## src/rtl/bin_to_bcd_pkg.sv

```systemverilog
// Shared definitions for the binary-to-BCD converter and the display blocks
// downstream of it (segment decode, anode scan).
//   state_e     : converter FSM state encodings
//   BCD_NIBBLE  : bits per BCD digit
//   digits_ok() : true when DIGITS decimal digits can hold every WIDTH-bit value
package bin_to_bcd_pkg;

  typedef enum logic [1:0] {
    ST_IDLE  = 2'd0,
    ST_SHIFT = 2'd1,
    ST_DONE  = 2'd2
  } state_e;

  localparam int BCD_NIBBLE = 4;

  // 10**d > 2**w - 1, evaluated wide enough for any practical WIDTH.
  function automatic bit digits_ok(input int w, input int d);
    logic [127:0] p10;
    logic [127:0] lim;
    p10 = 128'd1;
    for (int i = 0; i < d; i++) p10 = p10 * 128'd10;
    lim = (128'd1 << w) - 128'd1;
    return p10 > lim;
  endfunction

endpackage

```

## src/rtl/bin_to_bcd_add3.sv

```systemverilog
// Combinational double-dabble digit correction.
//   in_i  : BCD nibble before the shift
//   out_o : in_i + 3 when in_i >= 5, else in_i (4-bit arithmetic)
module bin_to_bcd_add3
  import bin_to_bcd_pkg::*;
(
  input  logic [BCD_NIBBLE-1:0] in_i,
  output logic [BCD_NIBBLE-1:0] out_o
);

  assign out_o = (in_i >= 4'd5) ? in_i + 4'd3 : in_i;

endmodule

```

## src/rtl/bin_to_bcd.sv

```systemverilog
// Sequential binary-to-BCD converter (shift-and-add-3), one conversion in flight.
//   clk, rst : rising-edge clock, synchronous active-high reset
//   start    : request conversion of bin; honoured only in IDLE or DONE
//   bin      : unsigned WIDTH-bit value, captured when start is accepted
//   busy     : high while the WIDTH shift steps run
//   done     : one-cycle pulse when bcd/blank carry a new result
//   bcd      : packed BCD, digit k = bcd[4k+3:4k], digit 0 = units
//   blank    : 1 = digit k is a leading zero; digit 0 is never blanked
module bin_to_bcd
  import bin_to_bcd_pkg::*;
#(
  parameter int WIDTH  = 16,
  parameter int DIGITS = 5
) (
  input  logic                         clk,
  input  logic                         rst,
  input  logic                         start,
  input  logic [WIDTH-1:0]             bin,
  output logic                         busy,
  output logic                         done,
  output logic [BCD_NIBBLE*DIGITS-1:0] bcd,
  output logic [DIGITS-1:0]            blank
);

  localparam int SW = BCD_NIBBLE * DIGITS + WIDTH;
  localparam int CW = $clog2(WIDTH + 1);
  localparam logic [DIGITS-1:0] BLANK_RST = {DIGITS{1'b1}} << 1;

  if (!digits_ok(WIDTH, DIGITS)) begin : g_bad_digits
    $error("bin_to_bcd: DIGITS too small for WIDTH");
  end

  state_e                         state_q;
  logic [CW-1:0]                  cnt_q;
  logic [SW-1:0]                  scratch_q;
  logic [SW-1:0]                  adj;
  logic [SW-1:0]                  scratch_d;
  logic                           busy_q;
  logic                           done_q;
  logic [BCD_NIBBLE*DIGITS-1:0]   bcd_q;
  logic [DIGITS-1:0]              blank_q;
  logic [DIGITS-1:0]              blank_d;

  // Scratch layout: {digit DIGITS-1 .. digit 0, binary remainder}.
  // Corrections look at the nibbles before this cycle's shift.
  assign adj[WIDTH-1:0] = scratch_q[WIDTH-1:0];

  for (genvar g = 0; g < DIGITS; g++) begin : g_add3
    bin_to_bcd_add3 u_add3 (
      .in_i  (scratch_q[WIDTH+BCD_NIBBLE*g +: BCD_NIBBLE]),
      .out_o (adj[WIDTH+BCD_NIBBLE*g +: BCD_NIBBLE])
    );
  end

  assign scratch_d = adj << 1;

  // Leading-zero mask of the result about to be registered.
  always_comb begin
    logic zero_run;
    // NOTE: every variable written here gets a value on every path, otherwise
    // synthesis infers a latch to hold the old one.
    blank_d  = '0;
    zero_run = 1'b1;
    for (int k = DIGITS - 1; k >= 1; k--) begin
      zero_run   = zero_run & (scratch_d[WIDTH+BCD_NIBBLE*k +: BCD_NIBBLE] == '0);
      blank_d[k] = zero_run;
    end
  end

  // NOTE: state is written with non-blocking assignments so every register
  // samples pre-edge values regardless of statement order.
  always_ff @(posedge clk) begin
    if (rst) begin
      state_q   <= ST_IDLE;
      cnt_q     <= '0;
      scratch_q <= '0;
      busy_q    <= 1'b0;
      done_q    <= 1'b0;
      bcd_q     <= '0;
      blank_q   <= BLANK_RST;
    end else begin
      case (state_q)
        ST_IDLE, ST_DONE: begin
          done_q <= 1'b0;
          if (start) begin
            scratch_q <= SW'(bin);
            cnt_q     <= CW'(WIDTH);
            busy_q    <= 1'b1;
            state_q   <= ST_SHIFT;
          end else begin
            state_q <= ST_IDLE;
          end
        end
        ST_SHIFT: begin
          scratch_q <= scratch_d;
          cnt_q     <= cnt_q - CW'(1);
          if (cnt_q == CW'(1)) begin
            state_q <= ST_DONE;
            busy_q  <= 1'b0;
            done_q  <= 1'b1;
            bcd_q   <= scratch_d[SW-1:WIDTH];
            blank_q <= blank_d;
          end
        end
        default: begin
          state_q <= ST_IDLE;
          busy_q  <= 1'b0;
          done_q  <= 1'b0;
        end
      endcase
    end
  end

  assign busy  = busy_q;
  assign done  = done_q;
  assign bcd   = bcd_q;
  assign blank = blank_q;

endmodule

```

## config.mk

```make
export PLATFORM = sky130hd
export DESIGN_NAME = bin_to_bcd
export DESIGN_NICKNAME = d
export VERILOG_FILES = /design/src/rtl/bin_to_bcd_pkg.sv /design/src/rtl/bin_to_bcd_add3.sv /design/src/rtl/bin_to_bcd.sv
export SDC_FILE = /design/constraint.sdc
export NUM_CORES = 1
export LEC_CHECK = 0
export CAP_MARGIN = 25
export CORE_ASPECT_RATIO = 1.1
export CORE_MARGIN = 2
export CORE_UTILIZATION = 25
export DETAILED_ROUTE_END_ITERATION = 8
export MAX_ROUTING_LAYER = met4
export PLACE_DENSITY = 0.4
export SETUP_SLACK_MARGIN = 0.3
export SYNTH_ARGS = -nofsm -noshare
export SYNTH_HDL_FRONTEND = slang
export SYNTH_SLANG_ARGS = --single-unit
export TNS_END_PERCENT = 50
```

## constraint.sdc

```tcl
create_clock -name clk -period 4.8 [get_ports clk]
set_input_delay 0.48 -clock clk [delete_from_list [all_inputs] [get_ports clk]]
set_output_delay 0.48 -clock clk [all_outputs]
set_load 0.02 [all_outputs]
```

# Yosys cells after proc, flatten, opt, wreduce, memory -nomap -nowiden

Cells that the tools add are included.

$add $sub $neg: 6
Multipliers: 0
Div/mod/pow operators: 0
$lt $le $gt $ge: 5
Eq/ne operators: 5
Shift-type cells: 0
Mux-type cells: 15
Bitwise operators: 4
Reductions and logical operators: 11

Operators by type and width:

| operator                                                           | number |
|---|---|
| one-hot mux 36 bit (2 select lines)                                | 1 |
| two-way mux 36 bit                                                 | 1 |
| greater-or-equal comparator 4 x 3 -> 1 bit (second input constant) | 5 |
| adder 4 x 2 -> 4 bit (second input constant)                       | 4 |
| zero test 4 bit                                                    | 4 |
| two-way mux 4 bit                                                  | 4 |
| one-hot mux 5 bit (2 select lines)                                 | 1 |
| AND reduction 2 bit                                                | 3 |
| == test 5 x 1 -> 1 bit (second input constant)                     | 1 |
| two-way mux 5 bit                                                  | 1 |
| subtractor 5 x 1 -> 5 bit (second input constant)                  | 1 |
| != test 2 bit (second input constant)                              | 2 |
| one-hot mux 2 bit (2 select lines)                                 | 1 |
| OR reduction 2 bit                                                 | 2 |
| adder 3 x 2 -> 3 bit (second input constant)                       | 1 |
| AND 1 bit                                                          | 3 |
| two-way mux 1 bit                                                  | 3 |
| two-way mux 3 bit                                                  | 1 |
| == test 2 x 1 -> 1 bit (second input constant)                     | 1 |
| == test 2 bit (second input constant)                              | 1 |
| zero test 2 bit                                                    | 1 |
| two-way mux 2 bit                                                  | 1 |
| one-hot mux 1 bit (2 select lines)                                 | 1 |
| nonzero test 2 bit                                                 | 1 |
| inverter 1 bit                                                     | 1 |

Register bits: 69
Latch bits: 0
Bits in writable memories: 0
Memory bits (read-only): 0
Bits of input ports: 19
Output and inout port bits: 27
Logic and storage cells: 53
Memories: 0

# Longest topological paths before layout

Gate-level depths: netlist of run 1.

Word-level depth: 6
Depth in mapped cells: 7
Gate-level depth less buffers: 7

# By module

From an unflattened synthesis of run 1, not the netlist that was laid out.

Cell total of the unflattened synthesis: 309
Area total of the unflattened synthesis: 2940.3 µm²

Modules (own cells, without submodules):

| module          | times used | cells an instance | area each (µm²) | sequential area each (µm²) |
|---|---|---|---|---|
| bin_to_bcd      | 1          | 229               | 2433.6          | 1381.3 |
| bin_to_bcd_add3 | 5          | 16                | 101.3           | 0.0 |

# Least setup slack after synthesis of run 1

OpenSTA, ideal clock, no wires.

Path type: reg2reg
Start: register scratch_q[28]
End: register blank_q[1], in the netlist blank[1]
Library setup time: 0.084 ns
Data arrival time: 1.680 ns
Required time: 4.716 ns
Path slack: 3.036 ns
Stages on the path, launching flop included: 8
Path buffers: 0
Period minus slack after synthesis: 1.764 ns
Cell sequence: dfxtp_1 > inv_1 > ha_1 > nor2b_1 > o21bai_1 > and3_1 > o2111ai_2 > o31ai_2

Word-level cells in the longest chain between the ends: 6
Elaborated cells between the ends (all ways): 8
Classes of those cells: 1 x add/sub; 1 x order compare; 1 x mux; 3 x bitwise; 2 x reduce/logical

Ends and longest elaborated chain:

| what                                                                                      | line                  | RTL |
|---|---|---|
| from (decl)                                                                               | bin_to_bcd.sv:35      | `logic [SW-1:0] scratch_q;` |
| from (signal assigned)                                                                    | bin_to_bcd.sv:86      | `scratch_q <= SW'(bin);` |
| from (signal assigned)                                                                    | bin_to_bcd.sv:95      | `scratch_q <= scratch_d;` |
| adder 4 x 2 -> 4 bit / greater-or-equal comparator 4 x 3 -> 1 bit (equally long branches) | bin_to_bcd_add3.sv:11 | `assign out_o = (in_i >= 4'd5) ? in_i + 4'd3 : in_i;` |
| two-way mux 4 bit (*)                                                                     | bin_to_bcd_add3.sv:11 |  |
| zero test 4 bit                                                                           | bin_to_bcd.sv:65      | `zero_run = zero_run & (scratch_d[WIDTH+BCD_NIBBLE*k +: BCD_NIBBLE] == '0);` |
| AND 1 bit (*) (3 in a row)                                                                | bin_to_bcd.sv:65      |  |
| to (signal assigned)                                                                      | bin_to_bcd.sv:102     | `blank_q <= blank_d;` |
| to (decl)                                                                                 | bin_to_bcd.sv:41      | `logic [DIGITS-1:0] blank_q;` |

Every way passes the cells marked *; elsewhere a longest branch is shown, timed or not.
A chain may end at the register's enable or synchronous reset.

# Final worst setup path of run 1

Start: register cnt_q[0]
End: register bcd_q[18], in the netlist bcd[18]

Word-level cells in the longest chain between the ends: 2

Ends and longest elaborated chain:

| what                          | line              | RTL |
|---|---|---|
| from (decl)                   | bin_to_bcd.sv:34  | `logic [CW-1:0] cnt_q;` |
| from (signal assigned)        | bin_to_bcd.sv:87  | `cnt_q <= CW'(WIDTH);` |
| from (signal assigned)        | bin_to_bcd.sv:96  | `cnt_q <= cnt_q - CW'(1);` |
| == test 5 x 1 -> 1 bit        | bin_to_bcd.sv:97  | `if (cnt_q == CW'(1)) begin` |
| AND reduction 2 bit (no line) | -                 |  |
| to (signal assigned)          | bin_to_bcd.sv:101 | `bcd_q <= scratch_d[SW-1:WIDTH];` |
| to (decl)                     | bin_to_bcd.sv:40  | `logic [BCD_NIBBLE*DIGITS-1:0] bcd_q;` |

Every way passes these cells.

==> impl_results.md, run 1 <==
- Status: finished clean
- Arrival time worst endpoint: 2.30 ns
- Final setup vio count: 0
- Root Driver: clkbuf_16
- Sequential Area: 1380 sq um
- CTS Hold Bufs: 0
- Pwr dens: 366 nW/um^2
- Post-CTS Repair Setup Buffers: 0
- Final period utilization: 43.3%
- Area Overhead vs Synth: 29.4%
- Met2 Use GR: 20.1%
- Largest net degree at the start of global routing: 50
- Cell depth of the worst hold path: 2
- Post-DRT Antenna Nets: 0
- Reg2reg setup slack: 2.72 ns
- Cell accounting for the most synthesized area: dfxtp_1
- Residual DRC: 0
- Worst clock skew: 0.00569 ns
- Syn avg cell area: 8.61 sq um
- Pre-antenna DRT Iters: 4
- Pre-CTS WS: 2.53 ns
- Number of DRC markers in iteration 0: 73
- Yosys top cell area share: 45.1%
- RSZ-0062 raised after global routing: false
- Commonest non-fill, non-tap cell in the layout: dfxtp_1
- Syn Std Cell Area: 3070 sq um
- Crit path max fanout: 22
- Async SR Flop Fraction: 0%
- Vias in the first global route: 2521
- Non-Filler Instances: 555
- Die width: 110 microns
- # fillers: 1290
- Data required time of the worst path: 5.02 ns
- Crit path capture type: register
- Ranking of synthesized cells by area: dfxtp_1 (45%), a21oi_1 (6.9%), nand2_1 (6.5%)
- Minimum clock period: 2.08 ns
- Setup CP Type: reg -> reg
- Post-Route Setup TNS: 0 ns
- Number of flops mapped to enable cells by yosys: 0
- Worst-Margin Slew: 0.965 ns
- Met3 usage: 3.26%
- GP Congestion: 0.763
- Multi-input gate area: 1540 sq um
- Clock sink count: 69
- Final WL: 7780 microns
- Final Worst Setup Slack: 2.72 ns
- Worst R2R Start: cnt_q[0]
- M1 GR Usage: 17.2%
- # rows: 42
- Die area: 13200 sq um
- Hold slack: 0.451 ns
- Syn nets: 387
- R2r endpoint: bcd[18]
- Global route hottest layer: met2
- Leakage Power: 1.36 nW
- Placed cells: 539
- Mapped Cells: 356
- Overflow left after global routing: 0
- Final hold violation count: 0
- R2r worst-path depth: 5
- CTS Buf Count: 9
- Placeable Area: 12000 sq um
- Number of gates resized after CTS: 0
- Fmax: 481 MHz
- Initial Util: 25.6%
- Avg Vias per Cell: 4.70
- Synth warn: 0
- CP startpoint kind: register
- Sequential element share of the synthesized area: 45.1%
- Reg clk slew, reported paths: 0.06 ns
- Yosys reg bits: 69
- First-pass GRT wire length: 12900 microns
- Main synth FF type: dfxtp_1
- HP Class: reg -> reg
- Hold Path Sink: bcd[13]
- Max-cap viol count: 0
- GRT Total Usage: 13.3%
- Final Power: 0.00145 W
- Htree depth: 3
- Final slew viol count: 0
- Max clock buf depth: 2
- Count of cell types in the netlist: 41
- Most frequent cells in the layout: dfxtp_1 (69), nand2_1 (53), clkdlybuf4s50_1 (43)
- Antenna cell count: 0
- Peak supply drop: 0.130 mV
- Die H: 120 microns
- I/O pin cnt: 46
- Initial antenna violation count: 0
- Hold Crit Start: bcd[13]
- Layout cells sized above 1: 7.98%
- Post-detail-place hpwl: 5360 microns
- Worst-Skew Late Latency: 0.33 ns
- Vias: 2607
- Routed wire per std cell: 14.0 microns
- IO buf count: 44
- Nets: 427
- Slew Limit Headroom: 35.7%
- CTS tree: yes
metrics by stage:
step                util, %  cell area (sq um)
floorplan                 -               3070
global placement       30.4               3640
detailed placement     30.4               3640
CTS                    33.1               3970
global route           33.1               3970
finish                 33.1               3970
power by group:
part           switching (W)  internal (W)
clock network       0.000244      0.000481
registers          0.0000152      0.000593
logic              0.0000683     0.0000499
critical path, cell delays in order, from the launching register on:
cell	delay, ns
dfxtp_1	0.39
ha_1	0.18
or4b_4	0.49
nor2_4	0.45
nor2_1	0.21
a22o_1	0.24
cells in the mapped netlist (2+ instances only):
master / number
clkbuf_1: 13
a211oi_1: 7
nor2_1: 19
a21oi_1: 42
nor2b_1: 5
nor3b_1: 5
o21ai_0: 24
buf_4: 2
xnor2_1: 6
buf_2: 3
ha_1: 12
o21bai_1: 4
nand3_1: 5
o211ai_1: 2
a22oi_1: 17
a22o_1: 9
dfxtp_1: 69
inv_1: 16
mux2i_1: 3
nand2_1: 53
and3_1: 3
nor3_1: 13
nand2b_1: 6
worst max-delay path by stage:
stage | from | end | slack, ns | cells past startpoint
4_1_cts | state_q[0] | blank[1] | 2.63 | 5
6_report | cnt_q[0] | bcd[18] | 2.72 | 5
2_1_floorplan | scratch_q[28] | blank[1] | 3.04 | 7
3_3_place_gp | start | scratch_q[23] | 2.54 | 6
3_5_place_dp | start | scratch_q[23] | 2.53 | 6
5_1_grt | state_q[0] | blank[1] | 2.47 | 5
per-layer routing:
metal | share of wire, % | vias to the layer above
met4 | 1.6 | 0
met3 | 3.6 | 12
met2 | 46 | 51
li1 | - | 1323
met1 | 48 | 1221
met5 | 0 | -
flip-flops by register name, summed over array words and instances (netlist names):
register   count
bcd           20
done           1
cnt_q          5
scratch_q     36
blank          4
state_q        2
busy           1
layout make-up:
type                       instances  area share, %
clock buffer                      12           6.46
multi-input combinational        252           38.9
sequential                        69           34.8
tap                              154           4.86
timing repair buffer              48           11.7
inverter                          16           1.51
clock inverter                     4           1.77
kinds of logic after synthesis:
group	synth area share, %
DFF	45.1
adders and majority gates	4.90
buffers and inverters	4.65
xor gates and xnor gates	1.71
muxes	1.35
other	0.122
AOI/OAI and AO/OA	23.1
and+or+nand+nor	19.1
Note: power is estimated with default switching activity, not from simulation.
==> run 2, diff against run 1 <==
Settings changed: PLACE_DENSITY 0.4 to 0.42.
Clock period 4.8 ns to 1.7 ns, I/O delays scaled along.
==> run 2 against run 1 <==
The run now ends with setup timing left. Wire length rose by 22%. Die area did not move. Core utilization rose by 9.9 points. Global-route usage rose by 2.4 points. Clock-buffer cell count fell by 1. Design area rose by 30%. Largest cell class unchanged. Largest power group unchanged. Highest routed layer unchanged.
==> impl_results.md, run 2 (synthesis gave the netlist of run 1 again) <==
- Final setup vio count: 8
- Largest register FFs: 36
- Combinational share of power: 11.6%
- Die width: 110 microns
- WL met2: 4620 microns
- Final hold violation count: 0
- Largest Register: scratch_q
- Sequential share of power: 40.9%
- Switching share of power: 23.9%
- Area Overhead vs Synth: 68.0%
- Pwr dens: 813 nW/um^2
- Cell Int Power: 0.00319 W
- M1 wire length: 4310 microns
- Arrival time worst endpoint: 2.03 ns
- Critical Path Start: scratch_q[28]
- Final slew viol count: 0
- Die H: 120 microns
- Post-DRT Antenna Nets: 0
- Clock sink count: 69
- Layout cells sized above 1: 42.0%
- Pre-antenna DRT Iters: 4
- Nets: 488
- GRT Total Usage: 15.8%
- CP endpoint: blank[1]
- R2r worst-path depth: 7
- Routed wire per std cell: 15.4 microns
- Vias in the first global route: 2909
- Peak supply drop: 0.319 mV
- Final period utilization: 105%
- Crit path max fanout: 4
- # rows: 42
- Htree depth: 3
- HP Class: in -> reg
- Most frequent cells in the layout: dfxtp_1 (55), buf_4 (46), nand2_1 (43)
- Reg2reg setup slack: -0.08 ns
- Post-detail-place hpwl: 5760 microns
- Status: finished, violations left
- Initial antenna violation count: 0
- Root Driver: clkbuf_16
- Reg clk slew, reported paths: 0.06 ns
- CTS tree: yes
- Final Power: 0.00419 W
- Largest net degree at the start of global routing: 49
- Buf/Inv on CP: 2
- Worst clock skew: 0.00377 ns
- Max-cap viol count: 0
- Setup CP Type: reg -> reg
- Worst-Skew Late Latency: 0.33 ns
- Slew Limit Headroom: 56.4%
- Residual DRC: 0
- # fillers: 1191
- Initial Util: 25.6%
- WP depth: 7
- Net Switching: 0.00100 W
- Clock Power Share: 47.5%
- Avg Vias per Cell: 4.70
- Max clock buf depth: 2
- Commonest non-fill, non-tap cell in the layout: dfxtp_1
- Minimum clock period: 1.78 ns
- Met3 Routed Length: 312 microns
- Final Worst Setup Slack: -0.0827 ns
- Worst R2R Start: scratch_q[28]
- Crit path capture type: register
- CP startpoint kind: register
- Final WL: 9470 microns
- Highest Signal Layer: met4
- Failing checks: setup timing
- RSZ-0062 raised after global routing: true
- Leakage Power: 2.06 nW
- Antenna cell count: 0
- Overflow left after global routing: 0
- Non-Filler Instances: 616
- I/O pin cnt: 46
- Crit path cell chain: inv_2 > ha_4 > buf_4 > a21oi_1 > and3b_1 > o2111ai_2 > o31ai_2
- Slowest stage cell, crit path: dfxtp_2
- GP Congestion: 0.822
- CP max stage delay: 0.37 ns
- CP delay by family, top: compound AO/OA/AOI/OAI gates
- Vias: 2894
- IO buf count: 44
- Data required time of the worst path: 1.95 ns
- R2r endpoint: blank[1]
- Placeable Area: 12000 sq um
- Placed cells: 575
- Worst-Margin Slew: 0.654 ns
- Number of DRC markers in iteration 0: 119
- First-pass GRT wire length: 15100 microns
- CTS Buf Count: 9
- Fmax: 561 MHz
- Die area: 13200 sq um
==> run 2: cell count changes in the layout (fill, tap and decap cells not counted), sizes merged <==
cell	change
clkdlybuf4s50	-26
clkbuf	+1
clkinv	+1
dlygate4sd2	+26
buf	+59
==> run 2: how the worst min path moves through the flow <==
stage / from / to / depth (start not counted)
3_3_place_gp: bcd[1] / bcd[1] / 2
2_1_floorplan: bin[0] / scratch_q[0] / 2
5_1_grt: rst / scratch_q[20] / 5
6_report: rst / scratch_q[20] / 5
3_5_place_dp: bcd[17] / bcd[17] / 2
4_1_cts: rst / cnt_q[1] / 5
==> run 2: area by class of cell <==
type	instances	area, sq um	area share [%]
multi-input combinational	252	2120	41.1
sequential	69	1410	27.4
timing repair buffer	109	1050	20.4
clock buffer	11	233	4.52
tap	154	193	3.74
clock inverter	5	75.1	1.46
inverter	16	75.1	1.46
==> run 2: layer usage <==
layer | vias up | global-route usage [%]
met5 | - | -
met4 | 0 | 7.36
met3 | 12 | 3.04
met2 | 59 | 25.0
met1 | 1366 | 19.2
li1 | 1457 | -
==> run 2: power by group through the flow <==
stage / clock, W / sequential [W] / combinational [W]
after floorplan: 0 / 0.00176 / 0.000203
after global placement: 0 / 0.00175 / 0.000387
after detailed placement: 0 / 0.00175 / 0.000392
after CTS: 0.00203 / 0.00171 / 0.000459
after global routing: 0.00211 / 0.00172 / 0.000532
final: 0.00199 / 0.00171 / 0.000485
==> run 2: metrics by stage <==
step | worst slack [ns] | cell area, sq um | TNS [ns] | hold slack (ns) | util (%)
2_1_floorplan | 0.0619 | 3120 | 0 | 0.331 | -
3_3_place_gp | -0.349 | 3960 | -5.20 | 0.443 | 33.0
3_5_place_dp | -0.192 | 3970 | -2.07 | 0.448 | 33.1
4_1_cts | -0.0747 | 4820 | -0.188 | 0.315 | 40.2
5_1_grt | -0.189 | 5150 | -1.72 | 0.351 | 43.0
6_report | -0.0827 | 5150 | -0.293 | 0.329 | 43.0
==> run 2: repair_timing <==
item,4_1_cts,5_1_grt
resized for setup,115,80
hold buffers,0,0
pin swaps,17,32
setup endpoints to repair,90,50
cloned,3,1
buffers inserted,21,0
==> run 2: worst reg2reg max path, delay by kind of cell, from the launching register on <==
family,cells,cell delay [ns]
buffers and inverters,2,0.23
DFF,1,0.37
and+or+nand+nor,1,0.28
adders and majority gates,1,0.17
AOI/OAI and AO/OA,3,0.67
==> run 3, diff against run 2 <==
Settings changed: PLACE_DENSITY 0.42 to unset, REMOVE_ABC_BUFFERS set to 1.
Clock period 1.7 ns to 2.09 ns, I/O delays scaled along.
==> run 3 against run 2 <==
The run now ends clean. Critical endpoint unchanged. Register-to-register slack gained 0.35 ns. Die area is the same. Setup slack better by 0.35 ns. Clock skew up 0.0073 ns. Wire length fell by 21%. Total power is 27% lower. Clock-buffer cell count shrank 2. Non-clock buffer count decreased by 42. Via count down 7.0%.
==> impl_results.md, run 3 (synthesis gave the netlist of run 1 again) <==
- Status: finished clean
- Vias: 2691
- Pwr dens: 735 nW/um^2
- Die H: 120 microns
- Antenna cell count: 0
- Cell depth of the worst hold path: 2
- Area Overhead vs Synth: 36.6%
- Max clock buf depth: 2
- Fmax: 548 MHz
- CP startpoint kind: register
- Crit path cell chain: inv_4 > ha_4 > nand2b_1 > o21ai_0 > buf_4 > a2111oi_4 > o2111ai_2 > o31ai_2
- Initial Util: 25.6%
- Post-detail-place hpwl: 5220 microns
- Htree depth: 3
- Nets: 446
- Largest Register: scratch_q
- WP depth: 8
- Peak supply drop: 0.310 mV
- Post-Route Setup TNS: 0 ns
- Buf/Inv on CP: 2
- Avg Vias per Cell: 4.69
- Routed wire per std cell: 13.0 microns
- Final setup vio count: 0
- Slowest stage cell, crit path: a2111oi_4
- Layout cells sized above 1: 17.4%
- Arrival time worst endpoint: 2.08 ns
- Reg clk slew, reported paths: 0.06 ns
- Commonest non-fill, non-tap cell in the layout: dfxtp_1
- # fillers: 1261
- Final WL: 7470 microns
- CTS Buf Count: 9
- GP Congestion: 0.813
- Final slew viol count: 0
- Crit path capture type: register
- # rows: 42
- CTS Hold Bufs: 0
- Leakage Power: 1.45 nW
- Pre-antenna DRT Iters: 4
- Post-DRT Antenna Nets: 0
- I/O pin cnt: 46
- Reg2reg setup slack: 0.27 ns
- Initial antenna violation count: 0
- Residual DRC: 0
- Largest net degree at the start of global routing: 41
- Final Power: 0.00308 W
- Worst-Skew Late Latency: 0.33 ns
- HP Class: in -> reg
- Finished Core Util: 35.0%
- Minimum clock period: 1.82 ns
- Hold slack: 0.221 ns
- Die width: 110 microns
- CP delay by family, top: compound AO/OA/AOI/OAI gates
- Final period utilization: 87.3%
- Crit path max fanout: 5
- IO buf count: 44
- Placeable Area: 12000 sq um
- Worst-Margin Slew: 0.564 ns
- Clock sink count: 69
- Root Driver: clkbuf_16
- Final hold violation count: 0
- Die area: 13200 sq um
- Vias in the first global route: 2657
- Setup CP Type: reg -> reg
- Max-cap viol count: 0
- Worst R2R Start: scratch_q[32]
- Overflow left after global routing: 0
- CTS tree: yes
- R2r endpoint: blank[1]
- Data required time of the worst path: 2.34 ns
- Slew Limit Headroom: 62.3%
- RSZ-0062 raised after global routing: true
- Hold Crit Start: rst
- R2r worst-path depth: 8
- GRT Total Usage: 12.2%
- Worst clock skew: 0.0111 ns
- Hold Path Sink: cnt_q[3]
- Number of DRC markers in iteration 0: 103
- Most frequent cells in the layout: dfxtp_1 (63), nand2_1 (53), clkdlybuf4s50_1 (43)
- Largest register FFs: 36
- CP max stage delay: 0.38 ns
- First-pass GRT wire length: 12200 microns
==> run 3: cell types whose count changed in the layout (fill, tap and decap cells not counted), sizes merged <==
cell           delta
dlygate4sd2      -26
inv               +1
clkbuf            -3
clkinvlp          +3
clkdlybuf4s50    +26
bufinv            -2
buf              -41
==> run 3: how the worst max path moves through the flow <==
stage                  start  slack, ns            end
6_report       scratch_q[32]       0.27       blank[1]
5_1_grt        scratch_q[28]       0.16       blank[1]
4_1_cts             cnt_q[1]       0.26       blank[1]
3_5_place_dp   scratch_q[28]       0.13       blank[1]
3_3_place_gp           start     -0.006  scratch_q[19]
2_1_floorplan     state_q[0]      -0.37       blank[1]
==> run 3: routing by layer <==
metal	global-route usage [%]	wire length (microns)
met3	3.53	428
met5	-	0
met2	20.1	3630
met1	13.6	3290
met4	5.06	118
==> run 3: report_power, final <==
group / internal, W / switching, W / total (W)
Combinational: 0.000137 / 0.000160 / 0.000297
Clock: 0.000803 / 0.000584 / 0.00139
Sequential: 0.00136 / 0.0000337 / 0.00139
Total: 0.00230 / 0.000777 / 0.00308
==> run 3: area by class of cell <==
cell class                 instances  area, sq um  share of cell area (%)
inverter                          16         62.6                    1.49
tap                              154          193                    4.60
sequential                        69         1400                    33.3
clock buffer                       9          225                    5.38
clock inverter                     7         50.0                    1.20
timing repair buffer              67          654                    15.6
multi-input combinational        252         1610                    38.4
==> run 3: worst reg2reg max path, delay by kind of cell (launching register included) <==
kind,cells,cell delay [ns]
AO/OA/AOI/OAI,4,0.92
adder cells (fa/ha/maj),1,0.13
buffers and inverters,2,0.23
flip-flops,1,0.37
AND/OR/NAND/NOR,1,0.10
==> run 3: stage by stage <==
stage	worst slack [ns]	std cells	instance area (sq um)
4_1_cts	0.256	566	4060
6_report	0.265	574	4190
5_1_grt	0.162	574	4190
3_5_place_dp	0.126	548	3730
3_3_place_gp	-0.00563	547	3720
2_1_floorplan	-0.368	337	2980
==> run 3: timing repair <==
action                                  in CTS  in global routing
buffers inserted                             2                  7
gates cloned                                 0                  1
pin swaps                                    4                  6
endpoints found under the setup margin      13                 14
resized for setup                           14                 14
